`config.mk`:
```
export PLATFORM = sky130hd
export DESIGN_NAME = uart_mmio_fifo
export DESIGN_NICKNAME = d
export VERILOG_FILES = /design/src/rtl/uart_mmio_fifo.sv
export SDC_FILE = /design/constraint.sdc
export NUM_CORES = 1
export LEC_CHECK = 0
export ABC_AREA = 1
export CORE_MARGIN = 2
export CORE_UTILIZATION = 59
export DETAILED_ROUTE_END_ITERATION = 8
export HOLD_SLACK_MARGIN = 0.15
export PLACE_DENSITY = 0.8
export SLEW_MARGIN = 20
export SYNTH_ARGS = -nofsm -noshare
export SYNTH_HDL_FRONTEND = slang
export SYNTH_HIERARCHICAL = 1
export SYNTH_SLANG_ARGS = --single-unit
```
`constraint.sdc`:
```
create_clock -name clk -period 3.15 [get_ports clk]
set_clock_uncertainty 0.2 [all_clocks]
set_input_delay 0.4725 -clock clk [delete_from_list [all_inputs] [get_ports clk]]
set_output_delay 0.4725 -clock clk [all_outputs]
set_load 0.02 [all_outputs]
```
`src/rtl/uart_mmio_fifo.sv`:
```
// Memory-mapped UART with TX/RX FIFOs, sticky error flags, control register and interrupt.
// Also holds the uart_tx / uart_rx serial cores that the controller wraps.

module uart_tx #(
    parameter int CLK_HZ       = 100_000_000,
    parameter int BIT_RATE     = 9600,
    parameter int PAYLOAD_BITS = 8
) (
    input  logic                    clk,
    input  logic                    resetn,
    output logic                    uart_txd,
    output logic                    uart_tx_busy,
    input  logic                    uart_tx_en,
    input  logic [PAYLOAD_BITS-1:0] uart_tx_data
);
    localparam int CPB = CLK_HZ / BIT_RATE;
    localparam int FB  = PAYLOAD_BITS + 2;

    logic [FB-1:0] frame;
    logic [31:0]   cyc;
    logic [3:0]    idx;

    // NOTE: sequential state uses non-blocking assignments so every flop samples pre-edge values.
    always_ff @(posedge clk) begin
        if (!resetn) begin
            uart_txd     <= 1'b1;
            uart_tx_busy <= 1'b0;
            frame        <= '0;
            cyc          <= '0;
            idx          <= '0;
        end else if (!uart_tx_busy) begin
            if (uart_tx_en) begin
                frame        <= {1'b1, uart_tx_data, 1'b0};
                uart_txd     <= 1'b0;
                uart_tx_busy <= 1'b1;
                cyc          <= '0;
                idx          <= '0;
            end
        end else if (cyc == 32'(CPB - 1)) begin
            cyc <= '0;
            if (idx == 4'(FB - 1)) begin
                uart_tx_busy <= 1'b0;
                uart_txd     <= 1'b1;
            end else begin
                idx      <= idx + 4'd1;
                frame    <= {1'b1, frame[FB-1:1]};
                uart_txd <= frame[1];
            end
        end else begin
            cyc <= cyc + 32'd1;
        end
    end
endmodule

module uart_rx #(
    parameter int CLK_HZ       = 100_000_000,
    parameter int BIT_RATE     = 9600,
    parameter int PAYLOAD_BITS = 8
) (
    input  logic                    clk,
    input  logic                    resetn,
    input  logic                    uart_rxd,
    input  logic                    uart_rx_en,
    output logic                    uart_rx_break,
    output logic                    uart_rx_valid,
    output logic [PAYLOAD_BITS-1:0] uart_rx_data
);
    localparam int CPB = CLK_HZ / BIT_RATE;
    typedef enum logic [1:0] {R_IDLE, R_START, R_DATA, R_STOP} rx_state_t;

    rx_state_t state;
    logic [1:0]  sync;
    logic        prev;
    logic [31:0] cyc;
    logic [3:0]  idx;

    always_ff @(posedge clk) begin
        if (!resetn) begin
            state         <= R_IDLE;
            sync          <= 2'b11;
            prev          <= 1'b1;
            cyc           <= '0;
            idx           <= '0;
            uart_rx_data  <= '0;
            uart_rx_valid <= 1'b0;
            uart_rx_break <= 1'b0;
        end else begin
            sync          <= {sync[0], uart_rxd};
            prev          <= sync[1];
            uart_rx_valid <= 1'b0;
            uart_rx_break <= 1'b0;
            case (state)
                R_IDLE: if (prev && !sync[1] && uart_rx_en) begin
                    state <= R_START;
                    cyc   <= '0;
                end
                // Re-check the start bit half a bit in to reject glitches.
                R_START: if (cyc == 32'(CPB / 2 - 1)) begin
                    cyc   <= '0;
                    idx   <= '0;
                    state <= sync[1] ? R_IDLE : R_DATA;
                end else cyc <= cyc + 32'd1;
                R_DATA: if (cyc == 32'(CPB - 1)) begin
                    cyc          <= '0;
                    uart_rx_data <= PAYLOAD_BITS'({sync[1], uart_rx_data} >> 1);
                    if (idx == 4'(PAYLOAD_BITS - 1)) state <= R_STOP;
                    else idx <= idx + 4'd1;
                end else cyc <= cyc + 32'd1;
                R_STOP: if (cyc == 32'(CPB - 1)) begin
                    cyc   <= '0;
                    state <= R_IDLE;
                    if (sync[1]) uart_rx_valid <= 1'b1;
                    else if (uart_rx_data == '0) uart_rx_break <= 1'b1;
                end else cyc <= cyc + 32'd1;
                default: state <= R_IDLE;
            endcase
        end
    end
endmodule

module uart_mmio_fifo #(
    parameter int          CLK_HZ       = 100_000_000,
    parameter int          BIT_RATE     = 9600,
    parameter int          PAYLOAD_BITS = 8,
    parameter int          TX_DEPTH     = 16,
    parameter int          RX_DEPTH     = 16,
    parameter logic [63:0] BASE_ADDR    = 64'h5000_0000
) (
    input  logic        clk,
    input  logic        rst,
    input  logic        uart_rxd,
    output logic        uart_txd,
    input  logic [63:0] uart_addr,
    input  logic [31:0] uart_wdata,
    input  logic        uart_wen,
    input  logic        uart_ren,
    output logic [31:0] uart_rdata,
    output logic        uart_irq,
    output logic [7:0]  led
);
    localparam int TAW = $clog2(TX_DEPTH);
    localparam int RAW = $clog2(RX_DEPTH);
    typedef enum logic [1:0] {IDLE, LAUNCH, WAIT} tx_state_t;

    logic [PAYLOAD_BITS-1:0] tx_mem [TX_DEPTH];
    logic [PAYLOAD_BITS-1:0] rx_mem [RX_DEPTH];
    logic [TAW:0] tx_wp, tx_rp, tx_count;
    logic [RAW:0] rx_wp, rx_rp, rx_count;
    logic tx_full, tx_empty, rx_full, rx_empty, tx_busy;
    logic sel_data, sel_status, sel_ctrl, sel_level;
    logic tx_push, tx_pop, rx_push, rx_pop, overrun;
    tx_state_t tx_state;
    logic seen_busy, core_tx_en, core_busy, rx_valid, rx_break;
    logic [PAYLOAD_BITS-1:0] core_tx_data, rx_data;
    logic [2:0]  flags;   // {rx_break, tx_drop, rx_overrun}
    logic [3:0]  ctrl;    // {ie_err, ie_tx, ie_rx, rx_en}
    logic [31:0] read_word;
    logic        unused_wdata;

    assign unused_wdata = ^uart_wdata;
    assign sel_data   = uart_addr == BASE_ADDR;
    assign sel_status = uart_addr == BASE_ADDR + 64'h4;
    assign sel_ctrl   = uart_addr == BASE_ADDR + 64'h8;
    assign sel_level  = uart_addr == BASE_ADDR + 64'hC;

    assign tx_count = tx_wp - tx_rp;
    assign rx_count = rx_wp - rx_rp;
    assign tx_full  = tx_count == (TAW + 1)'(TX_DEPTH);
    assign rx_full  = rx_count == (RAW + 1)'(RX_DEPTH);
    assign tx_empty = tx_count == '0;
    assign rx_empty = rx_count == '0;
    assign tx_busy  = core_busy | ~tx_empty | (tx_state != IDLE);

    // Fullness is judged before any same-cycle drain, so a write to a full TX FIFO always drops.
    assign tx_push = uart_wen & sel_data & ~tx_full;
    assign tx_pop  = (tx_state == IDLE) & ~tx_empty & ~core_busy;
    assign rx_pop  = uart_ren & sel_data & ~rx_empty;
    assign rx_push = rx_valid & ctrl[0] & (~rx_full | rx_pop);
    assign overrun = rx_valid & ctrl[0] & rx_full & ~rx_pop;

    always_comb begin
        read_word = '0;  // NOTE: default first so no path leaves read_word unassigned and infers a latch.
        if (sel_data && !rx_empty) read_word = 32'(rx_mem[rx_rp[RAW-1:0]]);
        else if (sel_status)       read_word = {21'b0, flags, 3'b0, tx_busy, rx_empty, rx_full, tx_empty, tx_full};
        else if (sel_ctrl)         read_word = {28'b0, ctrl};
        else if (sel_level)        read_word = {16'(rx_count), 16'(tx_count)};
    end

    // NOTE: FIFO storage is not reset; the pointers alone define which entries are valid.
    always_ff @(posedge clk) begin
        if (tx_push) tx_mem[tx_wp[TAW-1:0]] <= uart_wdata[PAYLOAD_BITS-1:0];
        if (rx_push) rx_mem[rx_wp[RAW-1:0]] <= rx_data;
    end

    always_ff @(posedge clk) begin
        if (rst) begin
            tx_wp        <= '0;
            tx_rp        <= '0;
            rx_wp        <= '0;
            rx_rp        <= '0;
            flags        <= '0;
            ctrl         <= 4'h1;
            uart_rdata   <= '0;
            uart_irq     <= 1'b0;
            led          <= 8'hF0;
            tx_state     <= IDLE;
            seen_busy    <= 1'b0;
            core_tx_en   <= 1'b0;
            core_tx_data <= '0;
        end else begin
            if (tx_push) tx_wp <= tx_wp + 1'b1;
            if (tx_pop)  tx_rp <= tx_rp + 1'b1;
            if (rx_push) rx_wp <= rx_wp + 1'b1;
            if (rx_pop)  rx_rp <= rx_rp + 1'b1;
            if (uart_ren) uart_rdata <= read_word;
            if (uart_wen && sel_ctrl) ctrl <= uart_wdata[3:0];
            flags <= (flags & ~((uart_wen && sel_status) ? uart_wdata[10:8] : 3'b0))
                   | {rx_break, uart_wen & sel_data & tx_full, overrun};
            if (rx_push)      led <= 8'(rx_data);
            else if (tx_push) led <= 8'(uart_wdata[PAYLOAD_BITS-1:0]);
            uart_irq <= (ctrl[1] & ~rx_empty) | (ctrl[2] & tx_empty & ~tx_busy) | (ctrl[3] & |flags);

            core_tx_en <= 1'b0;
            case (tx_state)
                IDLE: if (tx_pop) begin
                    core_tx_data <= tx_mem[tx_rp[TAW-1:0]];
                    core_tx_en   <= 1'b1;
                    seen_busy    <= 1'b0;
                    tx_state     <= LAUNCH;
                end
                LAUNCH: tx_state <= WAIT;
                // Leave only after the core has gone busy and then idle again.
                WAIT: begin
                    seen_busy <= seen_busy | core_busy;
                    if (seen_busy && !core_busy) tx_state <= IDLE;
                end
                default: tx_state <= IDLE;
            endcase
        end
    end

    uart_tx #(.CLK_HZ(CLK_HZ), .BIT_RATE(BIT_RATE), .PAYLOAD_BITS(PAYLOAD_BITS)) u_tx (
        .clk          (clk),
        .resetn       (~rst),
        .uart_txd     (uart_txd),
        .uart_tx_busy (core_busy),
        .uart_tx_en   (core_tx_en),
        .uart_tx_data (core_tx_data)
    );

    uart_rx #(.CLK_HZ(CLK_HZ), .BIT_RATE(BIT_RATE), .PAYLOAD_BITS(PAYLOAD_BITS)) u_rx (
        .clk           (clk),
        .resetn        (~rst),
        .uart_rxd      (uart_rxd),
        .uart_rx_en    (1'b1),
        .uart_rx_break (rx_break),
        .uart_rx_valid (rx_valid),
        .uart_rx_data  (rx_data)
    );
endmodule

```
-- Word-level counts from Yosys, hierarchy flattened
Memories as Yosys holds them, arrays and structs flattened. A register that Yosys moved wholly into a read port is not among the register bits.
Cells that the tools add are included.
- add/subtract/negate cells: 10
- $mul: 0
- divide/modulo/power cells: 0
- order comparisons: 0
- equality and inequality tests: 26
- shift operators: 0
- muxes and demuxes: 55
- bitwise operators: 34
- reductions and logical operators: 31
- operators by type and width (operator ; count):
    $eq A64 B31 Y1 const B ; 4
    $mux W32 ; 6
    $pmux W32 S3 ; 1
    $mux W21 ; 4
    $add A32 B1 Y32 const B ; 2
    $eq A32 B14 Y1 const B ; 2
    $mux W10 ; 4
    $mux W4 ; 9
    $eq A32 B13 Y1 const B ; 1
    $add A5 B1 Y5 const B ; 4
    $mux W1 ; 16
    $mux W2 ; 8
    $mux W8 ; 2
    $and A1 B1 Y1 ; 15
    $eq A5 B5 Y1 const B ; 2
    $logic_not A5 Y1 ; 2
    $ne A2 B1 Y1 const B ; 5
    $ne A2 B2 Y1 const B ; 5
    $not A1 Y1 ; 10
    $reduce_and A2 Y1 ; 5
    $reduce_bool A2 Y1 ; 5
    $sub A5 B5 Y5 ; 2
    $add A4 B1 Y4 const B ; 2
    $logic_not A8 Y1 ; 1
    22 further kinds ; 39
- bits in registers: 171
- latch bits: 0
- bits in writable memories: 256
- ROM bits: 0
- output and inout port bits: 42
- memories kept: 2
- memory list (memory ; words ; width ; rd ports ; clocked after memory_dff ; write ports ; line ; text):
    rx_mem ; 16 ; 8 ; 1 ; 1 ; 1 ; 146 ; logic [PAYLOAD_BITS-1:0] rx_mem [RX_DEPTH];
    tx_mem ; 16 ; 8 ; 1 ; 1 ; 1 ; 145 ; logic [PAYLOAD_BITS-1:0] tx_mem [TX_DEPTH];

-- Logic depth before layout (Yosys ltp)
- depth in word-level cells: 9
- mapped depth: 16

-- By module
The synthesis kept the hierarchy.
- modules (own cells, without submodules) (module ; instances ; cells an instance ; area an instance (um^2) ; seq. area each (um^2)):
    uart_mmio_fifo ; 1 ; 1381 ; 14159.8 ; 9048.7
    uart_rx ; 1 ; 503 ; 3226.8 ; 1021.0
    uart_tx ; 1 ; 482 ; 2890.3 ; 940.9

-- Least setup slack after synthesis
No wires, ideal clock.
- path kind: register -> register
- from: register tx_wp[0]
- to: memory tx_mem[0][0] (enable)
- library setup time: 370 ps
- arrival: 2240 ps
- path slack: 339 ps
- stages on the path, launching flop included: 11
- clock period less this slack: 2811 ps
- cells stage by stage: dfxtp_1 -> inv_1 -> ha_1 -> fa_1 -> xnor2_1 -> nor3_2 -> nand3_2 -> nand4_4 -> inv_4 -> nand2_1 -> nor2_1
- longest elaborated chain between the ends: 6
- RTL lines (what ; line ; text):
    start, declared ; 147 ; logic [TAW:0] tx_wp, tx_rp, tx_count;
    start signal, assigned ; 211 ; if (tx_push) tx_wp <= tx_wp + 1'b1;
    $sub A5 B5 Y5 ; 166 ; assign tx_count = tx_wp - tx_rp;
    $eq A5 B5 Y1 ; 168 ; assign tx_full = tx_count == (TAW + 1)'(TX_DEPTH);
    $not A1 Y1 ; 175 ; assign tx_push = uart_wen & sel_data & ~tx_full;
    $and A1 B1 Y1 ; 175 ;
    $mux W1 ; 191 ; if (tx_push) tx_mem[tx_wp[TAW-1:0]] <= uart_wdata[PAYLOAD_BITS-1:0];
    $mux W1 (implied by the code) ; 191 ;
    end, declared ; 145 ;
Parallel ways exist; a longest one is shown, timed or not.

-- Worst setup path after layout
- from: register rx_wp[0]
- to: memory rx_mem[10][3] (enable)
- longest elaborated chain between the ends: 8
- elaborated cells between the ends (all ways): 10
- those cells by class: 1 x add/sub; 1 x eq/ne; 2 x mux; 5 x bitwise; 1 x reduce/logical
- RTL lines (what ; line ; text):
    start, declared ; 148 ; logic [RAW:0] rx_wp, rx_rp, rx_count;
    start signal, assigned ; 213 ; if (rx_push) rx_wp <= rx_wp + 1'b1;
    $sub A5 B5 Y5 ; 167 ; assign rx_count = rx_wp - rx_rp;
    $logic_not A5 Y1 ; 171 ; assign rx_empty = rx_count == '0;
    $not A1 Y1 ; 177 ; assign rx_pop = uart_ren & sel_data & ~rx_empty;
    $and A1 B1 Y1 ; 177 ;
    $or A1 B1 Y1 ; 178 ; assign rx_push = rx_valid & ctrl[0] & (~rx_full | rx_pop);
    $and A1 B1 Y1 ; 178 ;
    $mux W1 ; 192 ; if (rx_push) rx_mem[rx_wp[RAW-1:0]] <= rx_data;
    $mux W1 (implied by the code) ; 192 ;
    end, declared ; 146 ;
Parallel ways exist; a longest one is shown, timed or not.

==> run summary <==
The flow ran to the end, and the final reports show no timing, DRC or antenna violations. nand2_1 is the most common cell in the netlist. Of the total power, combinational logic draws 0.184. The final standard cell area without fillers came out at 23310 um2.

The number of global-route vias before repair came out at 16350. The share of the Yosys chip area taken by registers is 0.5430. The total count of hold-check failures in the final report is 0. The initial antenna violation count came out at 1.

The synthesized netlist cell count is 2366. The count of unresolved DRC violations after routing came out at 0. The clock-pin slew on the worst setup and hold paths is 0.06 ns. The total CTS buffers came out at 44.

The die covers 35870 um2. The final setup violation count came out at 0. The tightest min-delay check is of the register to register type. The global-route congestion overflow total came out at 0.

The type of the worst setup path is register to register. The post-synthesis average cell area came out at 8.570 um2. The total clock sinks came out at 422. The share of total power dissipated in sequential elements is 0.447. The setup TNS after final layout came out at 0 ns. The detail-routed net length per standard cell came out at 17.15 um.

The die height is 189.4 um. The maximum resistive drop on vdd came out at 0.5122 mV. Clock latency on the worst-skew pair, taken at its later pin, is 0.56 ns. The number of fill cells came out at 2628. Max-cap violations in this run came to 0. The category of the worst setup path capture point is a register. The clock tree from TritonCTS is done.

The HPWL after detailed placement is 34.52 mm. STA classifies the critical path startpoint as a register. The area of the core is 33700 um2. Entering global routing, the biggest net connects 72 pins. Buffers inserted to repair hold after CTS numbered 0. The worst hold path begins at u_rx/sync[0]$_SDFF_PN1_. The clock passes through at most 3 buffers.

Of the total power, the share spent switching nets is 0.2948. For this design, the slowest cell found on the critical path is fa_1. The post-synthesis cell area is 20280 um2.

The final count of pins violating max slew is 0. The pin slew with the least headroom to its limit is 0.9514 ns. The first routing iteration left 1686 violations. The fraction of post-synthesis cell area in the top cell type by area came out at 0.3791. Of all flip-flops after synthesis, the portion carrying an async set or reset was 0. The endpoint required time on the critical path is 3.25 ns.

The post-place instance area is 21860 um2. The post-CTS setup repair buffer count came out at 0. The most instantiated flip-flop cell in the synthesis netlist is edfxtp_1. The static leakage is 8.702 nW. During placement, the flow inserted port buffers numbering 105. Walking the worst path, the cells encountered are inv_1 -> ha_1 -> inv_1 -> fa_1 -> or2_1 -> nor2_1 -> nand3_2 -> inv_2 -> nand2_4 -> nand2_4 -> inv_2 -> nand2_1 -> nor2_1 -> buf_4. The total wire length came out at 50.96 mm.

The internal power contribution is 9.675 mW. On the worst path, the slowest cell contributes a delay of 0.42 ns. The number of buffers and inverters on the critical path came out at 5.

The category of cells accounting for the largest share of critical-path delay is simple AND/OR/NAND/NOR gates. During synthesis, Yosys emitted a total of 6 warnings. The count of boundary I/O pins is 143. In this run the critical register-to-register path is launched from rx_wp[0]$_SDFFE_PP0P_.

The largest driver fanout on the critical path is 8. The count of nets after finishing is 2613. Yosys mapped a number of flops with a built-in enable equal to 256. The weighted congestion reported at the end of routability-driven placement is 0.9119.

The number of placement rows is 67. The number of synthesized register bits came out at 422. In the global route stage, overall resource usage came out at 0.2824. In this run the horizontal extent of the chip is 189.4 um.

The highest clock frequency the design can meet is 0.3306 GHz. By area the synthesized netlist is led by edfxtp_1 38%, dfxtp_1 16%, nand2_1 9.6%. The top cell type by total area after synthesis is edfxtp_1. The final period demand of the worst path is 3.024 ns. The antenna violation net count after detailed routing came out at 0. The share of layout cells above drive strength 1 came out at 0.09711.

Counting distinct cell types in the post-synthesis netlist gives 50. The post-route clock period utilization is 0.9601. The clock group share of total power is 0.368. In this run the worst setup path begins at rx_wp[0]$_SDFFE_PP0P_. For this design the total switching power over the nets is 4.044 mW. After synthesis, the most frequently instantiated cells are 521 x nand2_1, 351 x nor2_1, 256 x edfxtp_1, 212 x nand3_1, 166 x dfxtp_1. The average vias per placed instance is 5.736.

In this run the clock root is driven by a clkbuf_16. The starting density of the core came out at 0.6017. The area growth from synthesis to final layout came out at 14.95%. The first global-routing pass estimated 82.03 mm of wire. The number of H-tree branching levels is 2.

The power per standard cell area came out at 588.6 nW/um2. The worst pin sits at a relative slew slack of 0.3649. The total via count after detailed routing came out at 17050. Data on the critical path arrives at its endpoint at 3.13 ns.

The number of optimization iterations in the first detailed-route pass came out at 8.
==> power by group through the flow <==
stage          Sequential, mW  Combinational (mW)  Clock [mW]
6_report                 6.14                2.53        5.05
5_1_grt                  6.16                2.81        5.33
4_1_cts                  6.14                2.48        5.10
3_5_place_dp             6.25                2.46           0
3_3_place_gp             6.24                2.37           0
2_1_floorplan            6.20                1.84           0
==> sequential cells by signal (all words and copies together), names as in the netlist, 4 cells and up, named ones only <==
name and flops:
u_rx/uart_rx_data 8, rx_mem 128, led 8, core_tx_data 8, u_rx/cyc 32, tx_wp 5, uart_rdata 16, rx_rp 5
u_tx/cyc 32, u_rx/idx 4, tx_rp 5, rx_wp 5, tx_mem 128, u_tx/idx 4, u_tx/frame 9, ctrl 4
==> layer usage <==
layer  track usage  wire length (um)  vias to the layer above
li1              -                 -                     8195
met1        0.3825             21330                     7991
met2        0.4817             24590                      749
met3       0.03021              3657                      113
met4       0.08587              1384                        0
met5             0                 0                        -
==> cells by family after synthesis <==
| family | synth area share |
|---|---|
| simple gates | 0.2679 |
| buf+inv | 0.06325 |
| flops | 0.5430 |
| fa+ha+maj | 0.01617 |
| compound gates | 0.1016 |
| other cells | 0.0003704 |
| xor+xnor | 0.007775 |
==> layout make-up <==
class                   instances  area, um2  share of cell area
diodes                          1      2.502           0.0001074
clock buffers                  60       1264             0.05422
clock inverters                22      166.4            0.007139
inverters                     188      713.2             0.03060
multi-input cells            1665       8055              0.3456
flip-flops and latches        422      11010              0.4725
well taps                     448      560.5             0.02405
repair buffers                166       1534             0.06581
==> cells in the final DEF (no fill, tap or decap), drive strengths merged <==
cell type	instances
nand2	543
nor2	377
edfxtp	256
nand3	221
inv	185
o21ai	178
dfxtp	166
a21oi	135
clkdlybuf4s50	105
buf	61
clkbuf	60
nor3	37
nand4	30
ha	23
clkinv	22
o22ai	19
o211ai	18
conb	17
xor2	13
o221ai	13
nand3b	10
or2	7
xnor2	5
a31oi	5
o21a	4
nor3b	3
nor4	3
clkinvlp	2
fa	2
diode	1
and2	1
o31ai	1
bufinv	1
==> through the flow <==
step | setup WS [ns] | total power [mW] | util | instances | hold WS (ns)
floorplan | 0.3395 | 8.042 | - | 2381 | 0.1925
finish | 0.1256 | 13.72 | 0.6917 | 2972 | 0.2384
detailed placement | 0.08166 | 8.714 | 0.6487 | 2889 | 0.2245
global placement | 0.1189 | 8.618 | 0.6487 | 2889 | 0.2204
global route | -0.003745 | 14.30 | 0.6917 | 2972 | 0.2411
CTS | 0.1393 | 13.72 | 0.6911 | 2971 | 0.2430
==> path summary, 6_finish.rpt <==
kind / depth (start not counted) / slack [ns] / endpoint
setup / recovery: 14 / 0.13 / rx_mem[10][3]$_DFFE_PP_
hold / removal: 1 / 0.24 / u_rx/sync[1]$_SDFF_PN1_
setup reg to reg: 14 / 0.13 / rx_mem[10][3]$_DFFE_PP_
hold reg to reg: 1 / 0.24 / u_rx/sync[1]$_SDFF_PN1_
==> repair_timing <==
action / CTS / global route
endpoints found under the hold margin: 0 / 0
resized for setup: 0 / 3
setup endpoints to repair: 0 / 217
No activity file was read; power rests on OpenSTA's default activity.
